### src/rtl/div_pkg.sv
// Shared types for the iterative divider: operation encoding and FSM states.
package div_pkg;

  typedef enum logic [1:0] {
    OP_DIV  = 2'd0,
    OP_DIVU = 2'd1,
    OP_REM  = 2'd2,
    OP_REMU = 2'd3
  } div_op_e;

  typedef enum logic [1:0] {
    S_IDLE = 2'd0,
    S_CALC = 2'd1,
    S_FIX  = 2'd2,
    S_DONE = 2'd3
  } div_state_e;

  // DIV and REM interpret operands as two's complement.
  function automatic logic is_signed_op(input div_op_e op);
    return (op == OP_DIV) || (op == OP_REM);
  endfunction

  // REM and REMU return the remainder rather than the quotient.
  function automatic logic is_rem_op(input div_op_e op);
    return (op == OP_REM) || (op == OP_REMU);
  endfunction

endpackage

### src/rtl/restoring_step.sv
// One radix-2 restoring division step: shift {rem, quo} left and try to
// subtract the divisor magnitude from the widened partial remainder.
module restoring_step #(
  parameter int WIDTH = 32
) (
  input  logic [WIDTH-1:0] rem,
  input  logic [WIDTH-1:0] quo,
  input  logic [WIDTH-1:0] divisor_mag,
  output logic [WIDTH-1:0] rem_next,
  output logic [WIDTH-1:0] quo_next
);

  logic [WIDTH:0] rem_sh;
  logic [WIDTH:0] trial;
  logic           borrow;

  // Since rem < divisor_mag, the shifted remainder fits in WIDTH+1 bits and
  // the MSB of the WIDTH+1-bit difference is exactly the borrow.
  always_comb begin
    rem_sh   = {rem, quo[WIDTH-1]};
    trial    = rem_sh - {1'b0, divisor_mag};
    borrow   = trial[WIDTH];
    quo_next = {quo[WIDTH-2:0], ~borrow};
    rem_next = borrow ? rem_sh[WIDTH-1:0] : trial[WIDTH-1:0];
  end

endmodule

### src/rtl/iter_divider.sv
// Multi-cycle restoring divider for DIV/DIVU/REM/REMU. The FSM runs
// IDLE -> CALC (WIDTH steps) -> FIX (sign correction) -> DONE; divide-by-zero
// and signed overflow bypass straight from IDLE to DONE.
module iter_divider
  import div_pkg::*;
#(
  parameter int WIDTH = 32
) (
  input  logic             clk,
  input  logic             rst,
  input  logic             start,
  input  logic [1:0]       op,
  input  logic [WIDTH-1:0] dividend,
  input  logic [WIDTH-1:0] divisor,
  output logic             busy,
  output logic             done,
  output logic [WIDTH-1:0] result
);

  localparam int CW = $clog2(WIDTH);
  localparam logic [WIDTH-1:0] MIN_VAL = {1'b1, {(WIDTH-1){1'b0}}};

  div_state_e       state, state_nxt;
  div_op_e          op_in, op_q;
  logic [CW-1:0]    cnt;
  logic [WIDTH-1:0] rem_q, quo_q, dvs_q;
  logic             neg_q, neg_r;
  logic [WIDTH-1:0] rem_step, quo_step;

  logic             accept, sgn, div_zero, ovf, special;
  logic [WIDTH-1:0] special_res, a_mag, b_mag, q_fix, r_fix;

  restoring_step #(.WIDTH(WIDTH)) u_step (
    .rem         (rem_q),
    .quo         (quo_q),
    .divisor_mag (dvs_q),
    .rem_next    (rem_step),
    .quo_next    (quo_step)
  );

  // Accept-time decode: special-case detection, operand magnitudes and the
  // sign-corrected outputs used in FIX.
  always_comb begin
    op_in       = div_op_e'(op);
    accept      = (state == S_IDLE) && start;
    sgn         = is_signed_op(op_in);
    div_zero    = (divisor == '0);
    ovf         = sgn && (dividend == MIN_VAL) && (divisor == '1);
    special     = div_zero || ovf;
    if (is_rem_op(op_in))
      special_res = div_zero ? dividend : '0;
    else
      special_res = div_zero ? '1 : dividend;
    // The most negative value negates to itself, which read unsigned is
    // exactly its magnitude 2^(WIDTH-1).
    a_mag       = (sgn && dividend[WIDTH-1]) ? (~dividend + 1'b1) : dividend;
    b_mag       = (sgn && divisor[WIDTH-1])  ? (~divisor + 1'b1)  : divisor;
    q_fix       = neg_q ? (~quo_q + 1'b1) : quo_q;
    r_fix       = neg_r ? (~rem_q + 1'b1) : rem_q;
  end

  // State register.
  always_ff @(posedge clk or posedge rst) begin
    if (rst) state <= S_IDLE;
    else     state <= state_nxt;
  end

  // Next-state and handshake outputs.
  always_comb begin
    state_nxt = state;
    busy      = 1'b0;
    done      = 1'b0;
    case (state)
      S_IDLE: begin
        if (accept) state_nxt = special ? S_DONE : S_CALC;
      end
      S_CALC: begin
        busy = 1'b1;
        if (cnt == '0) state_nxt = S_FIX;
      end
      S_FIX: begin
        busy      = 1'b1;
        state_nxt = S_DONE;
      end
      S_DONE: begin
        busy      = 1'b1;
        done      = 1'b1;
        state_nxt = S_IDLE;
      end
      default: state_nxt = S_IDLE;
    endcase
  end

  // Datapath: operand capture at accept, one step per CALC cycle, result
  // written only in FIX or on a special-case accept.
  always_ff @(posedge clk or posedge rst) begin
    if (rst) begin
      op_q   <= OP_DIV;
      cnt    <= '0;
      rem_q  <= '0;
      quo_q  <= '0;
      dvs_q  <= '0;
      neg_q  <= 1'b0;
      neg_r  <= 1'b0;
      result <= '0;
    end else begin
      case (state)
        S_IDLE: begin
          if (accept) begin
            op_q  <= op_in;
            cnt   <= CW'(WIDTH - 1);
            rem_q <= '0;
            quo_q <= a_mag;
            dvs_q <= b_mag;
            neg_q <= sgn && (dividend[WIDTH-1] ^ divisor[WIDTH-1]);
            neg_r <= sgn && dividend[WIDTH-1];
            if (special) result <= special_res;
          end
        end
        S_CALC: begin
          rem_q <= rem_step;
          quo_q <= quo_step;
          cnt   <= cnt - 1'b1;
        end
        S_FIX: begin
          result <= is_rem_op(op_q) ? r_fix : q_fix;
        end
        default: ;
      endcase
    end
  end

endmodule

### config.mk
export PLATFORM = sky130hd
export DESIGN_NAME = iter_divider
export DESIGN_NICKNAME = d
export VERILOG_FILES = /design/src/rtl/div_pkg.sv /design/src/rtl/restoring_step.sv /design/src/rtl/iter_divider.sv
export SDC_FILE = /design/constraint.sdc
export NUM_CORES = 1
export LEC_CHECK = 0
export ABC_AREA = 1
export BUFFER_PORTS_ARGS = -buffer_cell sky130_fd_sc_hd__buf_2
export CAP_MARGIN = 40
export CORE_UTILIZATION = 67
export DETAILED_ROUTE_END_ITERATION = 10
export GPL_ROUTABILITY_DRIVEN = 0
export PLACE_DENSITY = 0.88
export SLEW_MARGIN = 40
export SYNTH_ARGS = -nofsm -noshare
export SYNTH_HDL_FRONTEND = slang
export SYNTH_SLANG_ARGS = --single-unit
### constraint.sdc
create_clock -name clk -period 11.3 [get_ports clk]
set_input_delay 3.39 -clock clk [delete_from_list [all_inputs] [get_ports clk]]
set_output_delay 3.39 -clock clk [all_outputs]
set_load 0.01 [all_outputs]
==> summary.md <==
The final clock skew was 0.0114 ns. At the worst endpoint, the required time is 11.67 ns. For this block, the routed nets add up to 41,800 um of wire. Measured along the y axis, the die boundary spans 143 um.

The logs give 20,600 um2 for the total die area and 2,414 for the synthesized net count. The total setup buffers inserted after CTS was 0; the via count normalized by instance count was 5.86. The overall fraction of global-route tracks in use is 41.5%.

TritonCTS built the clock tree. For the pin with the worst max-slew slack, the measured transition is 0.792 ns. The largest fanout on the critical path is 25, and the detailed-route wire length per cell is 15.9 um. The average size of a mapped cell was 5.83 um2; the setup TNS was 0 ns. The mapped netlist covers 13,400 um2. Along the worst hold path, the cell count comes to 2. For this block, the initial DRC count from the detailed router was 2,016.

The final critical path takes up 51.7% of the cycle. The number of storage elements in the synthesis netlist was 138. The total count of max-transition violations in the final report was 0; the fraction of layout cells with a size suffix above 1 was 8.03%. For the worst-skew pair, the clock arrives at the later sink with an insertion delay of 0.44 ns. The run gives 13,605 as the number of global-route vias before repair. By count the netlist is led by sky130_fd_sc_hd__nand2_1, sky130_fd_sc_hd__inv_1, sky130_fd_sc_hd__nand3_1. Share of the yosys chip area belonging to registers: 25.8%. The tools report the total power draw as 0.00491 W.

The library cell with the highest instance count after synthesis is sky130_fd_sc_hd__nand2_1. The clock-pin slew on the worst setup and hold paths is 0.06 ns, and the initial standard-cell utilization of the core is 68.7%. Clock tree synthesis found a total of 138 sinks.

For this run, the detailed router's first-pass iteration total came to 8. Once detailed placement completed, the half-perimeter wirelength came to 31,100 um. Yosys attributes the largest share of cell area to sky130_fd_sc_hd__dfrtp_1, sky130_fd_sc_hd__nand2_1, sky130_fd_sc_hd__nand3_1, sky130_fd_sc_hd__inv_1, sky130_fd_sc_hd__nor2_1.

The net count of the finished layout is 2,466. The critical path startpoint category is an input port. The layout overhead on the synthesized area was 9.12%; the maximum buffer depth of the clock tree was 2.

From left edge to right edge, the die measures 143 um. Entering global routing, the biggest net connects 78 pins. For the number of library cell types mapped by synthesis, the log shows 43.

Number of top-level pins: 103. The core region is 19,500 um2. For the cell count after synthesis, the log shows 2,300. The number of hold violations in the final report is 0, and the ratio of total power to cell area is 336 nW/um2.

STA classifies the critical path endpoint as a flip-flop. The cell area after layout was 14,600 um2. Setup violations remaining at the end of the flow were counted as 0. The maximum clock frequency came out at 171 MHz. Of the post-synthesis cell area, the dominant cell type holds 25.8%. The leading register cell type out of synthesis is sky130_fd_sc_hd__dfrtp_1.

Leftover overflow at the end of global routing: 0. Counting flops with a built-in enable in the synthesized netlist gives 0. The run gives 0 as the number of antenna diodes.

The worst pin sits at a relative slew slack of 47.1%. After detailed routing, the number of remaining DRC violations is 0. The logs give 0 for the number of buffers inserted for hold repair after clock tree synthesis and 7.97 nW for the leakage power of the design.

The flow ran to the end, and the final reports show no timing, DRC or antenna violations. Summing all placed instances gives a cell area of 14,000 um2. Buffers placed on the I/O ports in this run total 102. Final critical-path required period: 5.84 ns.

Summed over all instances, the cell type with the most area after synthesis is sky130_fd_sc_hd__dfrtp_1. The antenna violation net count after detailed routing is 0. The deepest level of the CTS H-tree was 4; the core occupancy in the finished layout was 74.9%.

The data arrival time at the worst-slack endpoint is 6.21 ns, and the number of cells upsized or downsized after cts is 0. The kind of path behind the tightest hold check was reg2reg. For the initial antenna violation count, the log shows 0. For this run, the number of Yosys warnings is 0.

Counting the buffers created by CTS gives 17. The CTS root buffer is sky130_fd_sc_hd__clkbuf_16. Setup repair after global routing left no endpoint under its margin. In this run the core area contains 51 standard-cell rows. The run gives 0.000126 V as the largest voltage drop on the vdd net. The worst hold-check slack is 0.471 ns, and the wire length of the first global-routing pass is 66,500 um. For the worst flop-to-flop path, the logic depth is 11. Total number of vias: 15,406. The category of the critical setup timing path was in2reg.

Max-cap violations in this run came to 0. The share of flip-flops with an asynchronous set or reset works out to 100%.
-- cell type report --
class | count | area (um2)
multi-input combinational | 1781 | 8490
clock inverter | 14 | 194
tap | 265 | 332
fill | 1694 | 4900
inverter | 301 | 1140
timing repair buffer | 113 | 597
clock buffer | 18 | 429
sequential | 138 | 3450
-- worst max-delay path: stages --
cell                      delay (ns)
sky130_fd_sc_hd__buf_2          0.11
sky130_fd_sc_hd__inv_1          0.08
sky130_fd_sc_hd__ha_1           0.19
sky130_fd_sc_hd__nand3_2        0.11
sky130_fd_sc_hd__nor2_2         0.19
sky130_fd_sc_hd__nand3_2        0.11
sky130_fd_sc_hd__nor2_2         0.19
sky130_fd_sc_hd__nand3_2        0.45
sky130_fd_sc_hd__nand3_2        0.25
sky130_fd_sc_hd__nand2_2        0.27
sky130_fd_sc_hd__buf_4          0.33
sky130_fd_sc_hd__inv_2          0.30
sky130_fd_sc_hd__nand3_1        0.13
sky130_fd_sc_hd__nand2_1        0.08
-- report_power, final --
part,switching (W),internal (W)
Clock,0.000240,0.000370
Sequential,0.000256,0.000729
Combinational,0.00225,0.00106
-- worst paths after layout --
check,startpoint,to,slack [ns]
setup reg to reg,state[1]$_DFFE_PP0P_,cnt[4]$_DFFE_PP0P_,8.03
hold / removal,result[14]$_DFFE_PP0P_,result[14]$_DFFE_PP0P_,0.47
max in group asynchronous,rst,rem_q[21]$_DFFE_PP0P_,7.14
setup / recovery,divisor[0],result[17]$_DFFE_PP0P_,5.46
min in group asynchronous,rst,rem_q[4]$_DFFE_PP0P_,3.09
hold reg to reg,result[14]$_DFFE_PP0P_,result[14]$_DFFE_PP0P_,0.47
-- placed cells by master (no fill, tap or decap), drive strengths merged, types with 25 or more instances in the layout --
cell / instances
a21oi: 101
buf: 113
dfrtp: 138
ha: 44
inv: 302
nand2: 825
nand3: 289
nand4: 26
nor2: 207
nor3: 25
o21ai: 155
xor2: 34
-- state kept, by name (all words and copies together), names as in the netlist --
| register | cells |
|---|---|
| rem_q | 32 |
| neg_q | 1 |
| cnt | 5 |
| op_q | 1 |
| result | 32 |
| quo_q | 32 |
| state | 2 |
| dvs_q | 32 |
| neg_r | 1 |
-- metrics by stage --
step | cells | setup slack, ns
2_1_floorplan | 2300 | 4.21
3_3_place_gp | 2598 | 5.26
3_5_place_dp | 2598 | 5.12
4_1_cts | 2630 | 5.55
5_1_grt | 2630 | 5.23
6_report | 2630 | 5.46
-- layer usage --
layer | GRT usage (%) | up-vias | routed length, um
met5 | 0 | - | 0
met4 | 18.8 | 0 | 1760
met3 | 7.50 | 154 | 4340
met2 | 67.0 | 921 | 18800
met1 | 54.0 | 6890 | 16900
li1 | - | 7441 | -
-- kinds of logic after synthesis --
family          synth area share (%)
compound gates                  11.6
xor+xnor                        3.00
fa+ha+maj                       4.26
buf+inv                         11.1
flops                           25.8
simple gates                    44.3
(Power assumes the default switching activity.)
